**src/rtl/dram_burst_reader.sv**
```systemverilog
// AXI4 INCR read master: splits a kick command into 4KB/MAX_BURST-bounded bursts, one outstanding.
// Optional rresp/rlast checking with sticky rd_err when DRAM_READER_ERRCHK_EN is defined.
module dram_burst_reader #(
  parameter int MAX_BURST  = 64,
  parameter int ADDR_WIDTH = 32
) (
  input  logic                  clk,
  input  logic                  rst,
  input  logic                  kick,
  input  logic [31:0]           read_addr,
  input  logic [31:0]           read_num,
  output logic                  busy,
  output logic [31:0]           buf_dout,
  output logic                  buf_we,
  output logic [ADDR_WIDTH-1:0] m_axi_araddr,
  output logic [7:0]            m_axi_arlen,
  output logic [2:0]            m_axi_arsize,
  output logic [1:0]            m_axi_arburst,
  output logic                  m_axi_arvalid,
  input  logic                  m_axi_arready,
  input  logic [31:0]           m_axi_rdata,
  input  logic [1:0]            m_axi_rresp,
  input  logic                  m_axi_rlast,
  input  logic                  m_axi_rvalid,
  output logic                  m_axi_rready,
  output logic                  rd_err
);

  typedef enum logic [1:0] {S_IDLE, S_ADDR, S_DATA, S_DONE} state_t;

  localparam logic [8:0]  MAX_LEN  = 9'(MAX_BURST);
  localparam logic [31:0] MAX_LEN32 = 32'(MAX_BURST);

  state_t      state_q, state_d;
  logic [29:0] cur_word_q, cur_word_d;
  logic [31:0] remaining_q, remaining_d;
  logic [8:0]  beat_cnt_q, beat_cnt_d;
  logic [31:0] buf_dout_q, buf_dout_d;
  logic        buf_we_q, buf_we_d;

  logic [10:0] bound_words;
  logic [8:0]  cap_len;
  logic [8:0]  beats;
  logic        last_beat;
  logic        r_fire;

  logic unused_addr;
  assign unused_addr = ^read_addr[1:0];

  // Burst length is derived from the latched registers, so it stays stable through ADDR and DATA.
  always_comb begin
    bound_words = 11'd1024 - {1'b0, cur_word_q[9:0]};
    cap_len     = (remaining_q > MAX_LEN32) ? MAX_LEN : remaining_q[8:0];
    beats       = ({2'b00, cap_len} > bound_words) ? bound_words[8:0] : cap_len;
    last_beat   = (beat_cnt_q == beats - 9'd1);
    r_fire      = (state_q == S_DATA) && m_axi_rvalid;
  end

  always_ff @(posedge clk) begin
    if (rst) begin
      state_q     <= S_IDLE;
      cur_word_q  <= '0;
      remaining_q <= '0;
      beat_cnt_q  <= '0;
      buf_dout_q  <= '0;
      buf_we_q    <= 1'b0;
    end else begin
      state_q     <= state_d;
      cur_word_q  <= cur_word_d;
      remaining_q <= remaining_d;
      beat_cnt_q  <= beat_cnt_d;
      buf_dout_q  <= buf_dout_d;
      buf_we_q    <= buf_we_d;
    end
  end

  always_comb begin
    state_d       = state_q;
    cur_word_d    = cur_word_q;
    remaining_d   = remaining_q;
    beat_cnt_d    = beat_cnt_q;
    buf_dout_d    = buf_dout_q;
    buf_we_d      = 1'b0;
    busy          = (state_q != S_IDLE);
    m_axi_arvalid = (state_q == S_ADDR);
    m_axi_rready  = (state_q == S_DATA);
    m_axi_araddr  = '0;
    m_axi_arlen   = '0;
    m_axi_arsize  = 3'b010;
    m_axi_arburst = 2'b01;
    buf_dout      = buf_dout_q;
    buf_we        = buf_we_q;

    case (state_q)
      S_IDLE: begin
        if (kick && (read_num != 32'd0)) begin
          cur_word_d  = read_addr[31:2];
          remaining_d = read_num;
          state_d     = S_ADDR;
        end
      end
      S_ADDR: begin
        m_axi_araddr = ADDR_WIDTH'({cur_word_q, 2'b00});
        m_axi_arlen  = 8'(beats - 9'd1);
        if (m_axi_arready) begin
          beat_cnt_d = '0;
          state_d    = S_DATA;
        end
      end
      S_DATA: begin
        // Burst end follows the internal beat count; rlast is only checked, never trusted.
        if (r_fire) begin
          buf_we_d   = 1'b1;
          buf_dout_d = m_axi_rdata;
          beat_cnt_d = beat_cnt_q + 9'd1;
          if (last_beat) begin
            cur_word_d  = cur_word_q + 30'(beats);
            remaining_d = remaining_q - 32'(beats);
            state_d     = (remaining_q == 32'(beats)) ? S_DONE : S_ADDR;
          end
        end
      end
      S_DONE: state_d = S_IDLE;
      default: state_d = S_IDLE;
    endcase
  end

`ifdef DRAM_READER_ERRCHK_EN
  logic rd_err_q, rd_err_d;

  always_ff @(posedge clk) begin
    if (rst) rd_err_q <= 1'b0;
    else     rd_err_q <= rd_err_d;
  end

  always_comb begin
    rd_err_d = rd_err_q;
    if (r_fire && ((m_axi_rresp != 2'b00) || (m_axi_rlast != last_beat))) rd_err_d = 1'b1;
  end

  assign rd_err = rd_err_q;
`else
  logic unused_rsp;
  assign unused_rsp = ^{m_axi_rresp, m_axi_rlast};
  assign rd_err     = 1'b0;
`endif

endmodule
```
**config.mk**
```make
export PLATFORM = sky130hd
export DESIGN_NAME = dram_burst_reader
export DESIGN_NICKNAME = d
export VERILOG_FILES = /design/src/rtl/dram_burst_reader.sv
export SDC_FILE = /design/constraint.sdc
export NUM_CORES = 1
export LEC_CHECK = 0
export ABC_CLOCK_PERIOD_IN_PS = 6100
export CORE_MARGIN = 2
export CORE_UTILIZATION = 29
export CTS_CLUSTER_SIZE = 28
export DETAILED_ROUTE_END_ITERATION = 10
export SETUP_SLACK_MARGIN = 0.2
export SLEW_MARGIN = 20
export SYNTH_ARGS = -nofsm -noshare
export SYNTH_HDL_FRONTEND = slang
export SYNTH_SLANG_ARGS = --single-unit
```
**constraint.sdc**
```tcl
create_clock -name clk -period 6.1 [get_ports clk]
set_input_delay 1.525 -clock clk [delete_from_list [all_inputs] [get_ports clk]]
set_output_delay 1.525 -clock clk [all_outputs]
set_load 0.01 [all_outputs]
```
==> results.sh <==
export IMPL_status="completed"
export IMPL_grt_first_pass_wirelength_um=42500
export IMPL_crit_type="reg2out"
export IMPL_gr_total_overflow=0
export IMPL_p_per_area_nw_per_um2=220
export IMPL_max_freq_mhz=174
export IMPL_placed_area_sq_um=9780
export IMPL_num_fill_cells=2659
export IMPL_root_buffer="clkbuf_16"
export IMPL_cp_arrival_ps=4220
export IMPL_rsz0062_at_grt="no"
export IMPL_rows=58
export IMPL_dr_pass1_iters=5
export IMPL_clkLatencyLatePin_ps=360
export IMPL_finalSetupViolCount=0
export IMPL_slowest_delay_ps=360
export IMPL_holdPathStages=2
export IMPL_clk_pin_slew_ps=90
export IMPL_internal_power_mw=1.41
export IMPL_critPathCaptureType="primary output"
export IMPL_finalCritPeriodShare_pct=94.2
export IMPL_total_power_mw=2.24
export IMPL_synthTopCellsByArea="dfxtp_1, nand2_1, a21oi_1"
export IMPL_timing_final_max_slew_violations=0
export IMPL_ys_seq_elements=106
export IMPL_use_met2_pct=31.9
export IMPL_wl_per_cell_um=17.9
export IMPL_synth_edf_count=0
export IMPL_ios=186
export IMPL_pwr_share_comb_pct=38.0
export IMPL_clock_path_buffers=2
export IMPL_post_dp_hpwl_um=20500
export IMPL_layout_setup_ws_ps=351
export IMPL_synth_top_cell_by_area="dfxtp_1"
export IMPL_diodes=0
export IMPL_worstPathRequired_ps=4580
export IMPL_vias=8168
export IMPL_cts_tree="yes"
export IMPL_min_path_type="reg2reg"
export IMPL_start_util_pct=29.7
export IMPL_crit_path_start_kind="flip-flop"
export IMPL_netlist_instances=1010
export IMPL_yosysTopAreaCellShare_pct=28.3
export IMPL_max_vdd_ir_drop_v=0.000112
export IMPL_grt_util_met3_pct=3.04
export IMPL_antenna_found_initial=0
export IMPL_setup_tns_ps=0
export IMPL_worst_r2r_path_depth=26
export IMPL_p_clk_share_pct=26.4
export IMPL_p_sw_share_pct=37.0
export IMPL_grt_max_degree=96
export IMPL_die_area_sq_um=27200
export IMPL_cpMaxStageDelayCell="dfxtp_2"
export IMPL_route_detailed_drc=0
export IMPL_grt_pass1_vias=7796
export IMPL_grt_usage_pct=20.0
export IMPL_port_buffers=172
export IMPL_gp_congestion=0.923
export IMPL_pre_cts_ws_ps=135
export IMPL_htreeDepth=3
export IMPL_crit_fanout=5
export IMPL_area_growth_pct=35.7
export IMPL_wl_um=27400
export IMPL_cap_violations=0
export IMPL_path_cells="nor4_4 -> buf_4 -> nand4_1 -> nor2_2 -> buf_4 -> buf_4 -> nand2_1 -> ha_1 -> nand3_1 -> or3_4 -> o211a_1 -> nand2_1 -> nor2_1 -> a21o_1 -> inv_1 -> ha_4 -> nand4_1 -> mux2_2 -> mux2i_4 -> and2_1 -> clkbuf_2"
export IMPL_busiest_layer="met2"
export IMPL_leakagePower_nw=3.72
export IMPL_numCtsBuffers=9
export IMPL_synth_distinct_cells=79
export IMPL_ant_nets=0
export IMPL_use_met1_pct=27.9
export IMPL_die_w_um=165
export IMPL_core_area_sq_um=25300
export IMPL_worstMarginPinSlew_ps=1030
export IMPL_ys_warnings_count=0
export IMPL_nets=1328
export IMPL_cp_common_cell="buf_4"
export IMPL_synthArstFlopShare_pct=0
export IMPL_die_h_um=165
export IMPL_finalHoldViolCount=0
export IMPL_clock_sinks=106
export IMPL_drt_iter0_markers=616
export IMPL_viasPerCell=5.35
export IMPL_final_setup_skew_ps=15.5
export IMPL_syn_avg_cell_area_sq_um=7.42
export IMPL_dp_cells=1508
export IMPL_p_seq_share_pct=35.6
export IMPL_ctsHoldBuffers=0
export IMPL_ys_seq_area_share_pct=28.3
export IMPL_p_sw_uw=829
export IMPL_synth_top_flop_cell="dfxtp_1"
export IMPL_drive_gt1_share_pct=10.1
export IMPL_layout_min_cycle_time_ps=5750
export IMPL_fin_area_sq_um=10200
export IMPL_synth_area_sq_um=7500
export IMPL_final_cells=1527
export IMPL_max_slew_margin_pct=31.2
-- final timing paths --
kind | from | endpoint | slack, ps
setup reg to reg | remaining_q[19]$_SDFFE_PP0P_ | cur_word_q[12]$_SDFFE_PP0P_ | 610
hold / removal | buf_dout[7]$_SDFFE_PP0P_ | buf_dout[7]$_SDFFE_PP0P_ | 460
setup / recovery | remaining_q[19]$_SDFFE_PP0P_ | m_axi_arlen[6] | 350
hold reg to reg | buf_dout[7]$_SDFFE_PP0P_ | buf_dout[7]$_SDFFE_PP0P_ | 460
-- per-layer routing --
| layer | wire [um] | vias to the layer above |
|---|---|---|
| met5 | 0 | - |
| met1 | 12700 | 3822 |
| met4 | 535 | 0 |
| met2 | 12600 | 265 |
| li1 | - | 4048 |
| met3 | 1530 | 33 |
-- through the flow --
stage / utilization [%] / hold slack (ps)
3_5_place_dp: 38.7 / 447
4_1_cts: 39.9 / 458
5_1_grt: 40.3 / 474
6_report: 40.3 / 456
3_3_place_gp: 38.7 / 441
2_1_floorplan: - / 447
-- sequential cells by signal, summed over array words and instances (netlist names) --
name	cells
state_q	2
beat_cnt_q	9
buf_we	1
buf_dout	32
remaining_q	32
cur_word_q	30
-- power by group through the flow --
stage               Clock (mW)  Combinational, mW  Sequential, mW
detailed placement           0              0.822           0.810
global route             0.636              0.934           0.806
finish                   0.593              0.852           0.798
floorplan                    0              0.497           0.795
global placement             0              0.817           0.809
CTS                      0.606              0.830           0.795
-- repair_timing --
item	4_1_cts	5_1_grt
resized for setup	8	27
setup buffers	0	3
setup endpoints to repair	4	31
pin swaps	1	6
-- cell usage after synthesis, drive strengths merged, types with 21 or more instances --
master,n
inv,37
nor2,89
a21oi,84
nand4,21
ha,30
and2,31
nor3,42
dfxtp,106
nor4,29
o21ai,56
nand2,143
clkbuf,46
-- cells in the final DEF (no fill, tap or decap), drive strengths merged, types with 4 or more instances in the layout --
cell / instances
nand2: 143
xnor2: 18
xor2: 17
nor2: 89
or2: 8
nand4: 21
nor4: 29
nand3: 17
o311ai: 15
dfxtp: 106
and4: 5
nor3: 42
o21a: 7
and2: 31
clkdlybuf4s50: 168
nand2b: 4
or4: 6
inv: 41
and3: 12
a21oi: 84
buf: 58
nor2b: 5
o2bb2ai: 5
o31ai: 7
a32oi: 6
a22o: 5
ha: 30
o21ai: 56
o22ai: 11
a21o: 6
a211oi: 15
conb: 10
a32o: 13
a22oi: 11
a31oi: 7
clkbuf: 11
or3: 18
o211ai: 8
-- kinds of logic (layout without fill, tap and decap cells) --
kind of cell             count (synthesis)  after routing  synth area share (%)
adder cells (fa/ha/maj)                 32             32                  5.54
buffers and inverters                  104            283                  5.97
AO/OA/AOI/OAI                          281            281                  24.9
other                                    2             10                 0.100
XOR/XNOR                                37             37                  4.71
multiplexers                             5              5                 0.701
flip-flops                             106            106                  28.3
AND/OR/NAND/NOR                        443            443                  29.8
-- layout make-up --
type                       count  area (sq um)  area share, %
tap                          330           413           4.06
clock inverter                 6          57.6          0.565
multi-input combinational    808          5070           49.8
inverter                      38           143           1.40
sequential                   106          2130           20.9
timing repair buffer         229          2140           21.0
clock buffer                  10           229           2.25
-- critical path: cells and delay by family, from the launching register on --
| family | cells | cell delay [ps] |
|---|---|---|
| AND/OR/NAND/NOR | 10 | 1560 |
| buffers and inverters | 5 | 680 |
| multiplexers | 2 | 470 |
| adder cells (fa/ha/maj) | 2 | 460 |
| flip-flops | 1 | 360 |
| AO/OA/AOI/OAI | 2 | 320 |
Note: power is estimated with default switching activity, not from simulation.
==> variant 1 (same flow settings) <==
Change the parameter `ADDR_WIDTH` from 32 to 16.
--- a/src/rtl/dram_burst_reader.sv
+++ b/src/rtl/dram_burst_reader.sv
@@ -2,7 +2,7 @@
 // Optional rresp/rlast checking with sticky rd_err when DRAM_READER_ERRCHK_EN is defined.
 module dram_burst_reader #(
   parameter int MAX_BURST  = 64,
-  parameter int ADDR_WIDTH = 32
+  parameter int ADDR_WIDTH = 16
 ) (
   input  logic                  clk,
   input  logic                  rst,
Interface: changed (resized m_axi_araddr); port bits go from 186 to 170. No check against the original RTL was run, so the function may have changed too.
==> variant 1 against the unedited design <==
  * Critical path depth is 2 lower
  * Register-to-register slack got worse by 0.12 ns
  * Total power up 6.6%
  * Count of clock-buffer cells in the layout stayed put
  * Global-route usage is 2.6 points lower
  * Worst setup slack improved by 0.028 ns
  * Non-clock buffer count fell by 22
  * Cell area is 12% lower
  * Sequential share of layout area is 0.74 points lower
  * Final cell count decreased by 14%
  * Routed wire length shrank 23%
  * Fmax rose by 0.49%
  * Sequential cell count down 16
  * Area after synthesis decreased by 14%
  * Largest cell class unchanged
==> variant 1: results <==
[drt]
drt_iter0_markers = 437
routed_wl_um = 21200
via_per_inst = 5.15

[placed_design]
dp_slack_ns = 0.0757
post-place-cells = 1278
placed_cell_area_um2 = 8270
dpl.hpwl_um = 15500

[timing]
worst_slew_pin_slew_ns = 0.825
whs_ns = 0.453
skew_ns = 0.00834
post-route-period-util_pct = 93.8

[setup_path]
worstSetupEndpoint = "m_axi_arlen[4]"
cp.arrival_ns = 4.20
r2r_end = "remaining_q[18]$_SDFFE_PP0P_"

[final_layout]
num-nonclk-buffers = 207
fin_nets = 1167
seqAreaFraction_pct = 20.1
n_all_inverters = 37
multi_input_cells = 686
drive_gt1_share_pct = 13.8
clkCellAreaFrac_pct = 3.44

[power]
switching_share_pct = 38.7
p_leak_uw = 0.00349

[floorplan]
coreArea_um2 = 21800

[clocking]
cts.sinks = 90
clk_latency_ns = 0.34

[worst_hold_path]
hold_end = "buf_dout[13]$_SDFFE_PP0P_"
worstHoldStart = "buf_dout[13]$_SDFFE_PP0P_"

[synthesis]
synthTopCellsByArea = "dfxtp_1 (28%), nand2_1 (7.4%), a21oi_1 (6.0%)"
synth_xor_area_share_pct = 5.84
ys_seq_area_share_pct = 28.0

[outcome]
run_status = "finished clean"
## variant 1: power by group through the flow
stage          clock, uW  combinational (uW)  sequential [uW]
6_report             580                1120              692
5_1_grt              616                1230              700
4_1_cts              593                1010              688
3_5_place_dp           0                 986              702
3_3_place_gp           0                 983              701
2_1_floorplan          0                 672              691
## variant 1: repair_timing
action	in CTS	in global routing
setup buffers	5	17
pin swaps	3	15
resized for setup	10	58
endpoints found under the setup margin	6	37
gates cloned	0	0
## variant 1: layer usage
layer / global-route usage (%) / wire, um / vias to the layer above
li1: - / - / 3398
met1: 24.4 / 9950 / 3196
met2: 28.6 / 9980 / 163
met3: 2.07 / 885 / 21
met4: 3.97 / 347 / 0
met5: 0 / 0 / -
## variant 1: tightest hold or removal path: cells and delay by family (launching register included)
family	cells	cell delay, ns
DFF	1	0.31
AOI/OAI and AO/OA	1	0.05
and+or+nand+nor	1	0.05
==> variant 2 (same settings) <==
Made on the original files. `buf_dout_q` no longer has a reset.
--- a/src/rtl/dram_burst_reader.sv
+++ b/src/rtl/dram_burst_reader.sv
@@ -62,16 +62,18 @@
       cur_word_q  <= '0;
       remaining_q <= '0;
       beat_cnt_q  <= '0;
-      buf_dout_q  <= '0;
       buf_we_q    <= 1'b0;
     end else begin
       state_q     <= state_d;
       cur_word_q  <= cur_word_d;
       remaining_q <= remaining_d;
       beat_cnt_q  <= beat_cnt_d;
-      buf_dout_q  <= buf_dout_d;
       buf_we_q    <= buf_we_d;
     end
+  end
+
+  always_ff @(posedge clk) begin
+    buf_dout_q <= buf_dout_d;
   end
 
   always_comb begin
Check against the original RTL: differs if rst is asserted again (counterexample within 4 cycles, from zero or initial values and one cycle with rst high); with rst held inactive, the same outputs for 4 cycles.
==> variant 2 against the unedited design <==
  * Routed wire length shrank 5.8%
  * Worst setup slack lost 0.054 ns
  * Largest power group unchanged
  * Sequential cell count is the same
  * Die area shrank 1.1%
  * Highest routed layer unchanged
  * Cell area grew 0.87%
  * Total power grew 6.4%
  * Area after synthesis shrank 1.1%
  * Via count shrank 6.6%
==> variant 2: results <==
[outcome]
run_status = "finished clean"

[final_layout]
multi_input_cells = 715
buf_share_pct = 21.6
multi_input_area_share_pct = 46.2
nFillCells = 2605
fin_nets = 1244

[setup_path]
cp.arrival_ns = 4.28
r2r_end = "cur_word_q[16]$_SDFFE_PP0P_"
crit_start = "cur_word_q[3]$_SDFFE_PP0P_"
path_delay_family = "compound AO/OA/AOI/OAI gates"
rr_worst_depth = 23

[synthesis]
synthCells = 916
synthTopCellsByCount = "nand2_1 (88), nor2_1 (82), dfxtp_1 (74)"
ys_types = 84
synthTopCellsByArea = "dfxtp_1 (20%), edfxtp_1 (13%), ha_1 (5.1%)"

[timing]
skew_ns = 0.00980
worst_slew_pin_slew_ns = 0.901

[power]
p_leak_uw = 0.00387
power.ir.vdd_worst_uv = 125

[global_routing]
use_met1_pct = 25.3
grt_pass1_wl_um = 39100
grt_usage_pct = 18.7
gr-usage-met3_pct = 3.01

[drt]
wl_met1_um = 11900
routed_wl_um = 25800
drt_iter0_markers = 612

[placed_design]
post-place-cells = 1423
==> variant 2: where the power goes <==
group	switching, uW	leakage, uW	internal, uW
Combinational	516	0.00283	425
Sequential	53.7	0.000897	775
Clock	322	0.000146	294
Total	892	0.00387	1490
==> variant 2: metrics by stage <==
stage	hold slack, ns	worst slack (ns)	area [um2]	utilization (%)	power [uW]
CTS	0.502	0.218	10100	40.2	2340
floorplan	0.449	0.281	7440	-	1370
detailed placement	0.480	-0.0171	9730	38.7	1710
finish	0.498	0.297	10300	40.9	2390
global placement	0.463	0.0268	9730	38.7	1700
global route	0.515	0.129	10300	40.9	2530
==> variant 2: cell families (layout without fill, tap and decap cells) <==
logic type	Yosys count	after routing	share of synthesized area, %
simple gates	376	376	25.7
compound gates	250	250	23.5
flops	106	106	32.9
buf+inv	103	292	6.41
xor+xnor	36	36	4.25
fa+ha+maj	32	32	5.60
mux	11	11	1.50
other cells	2	10	0.101
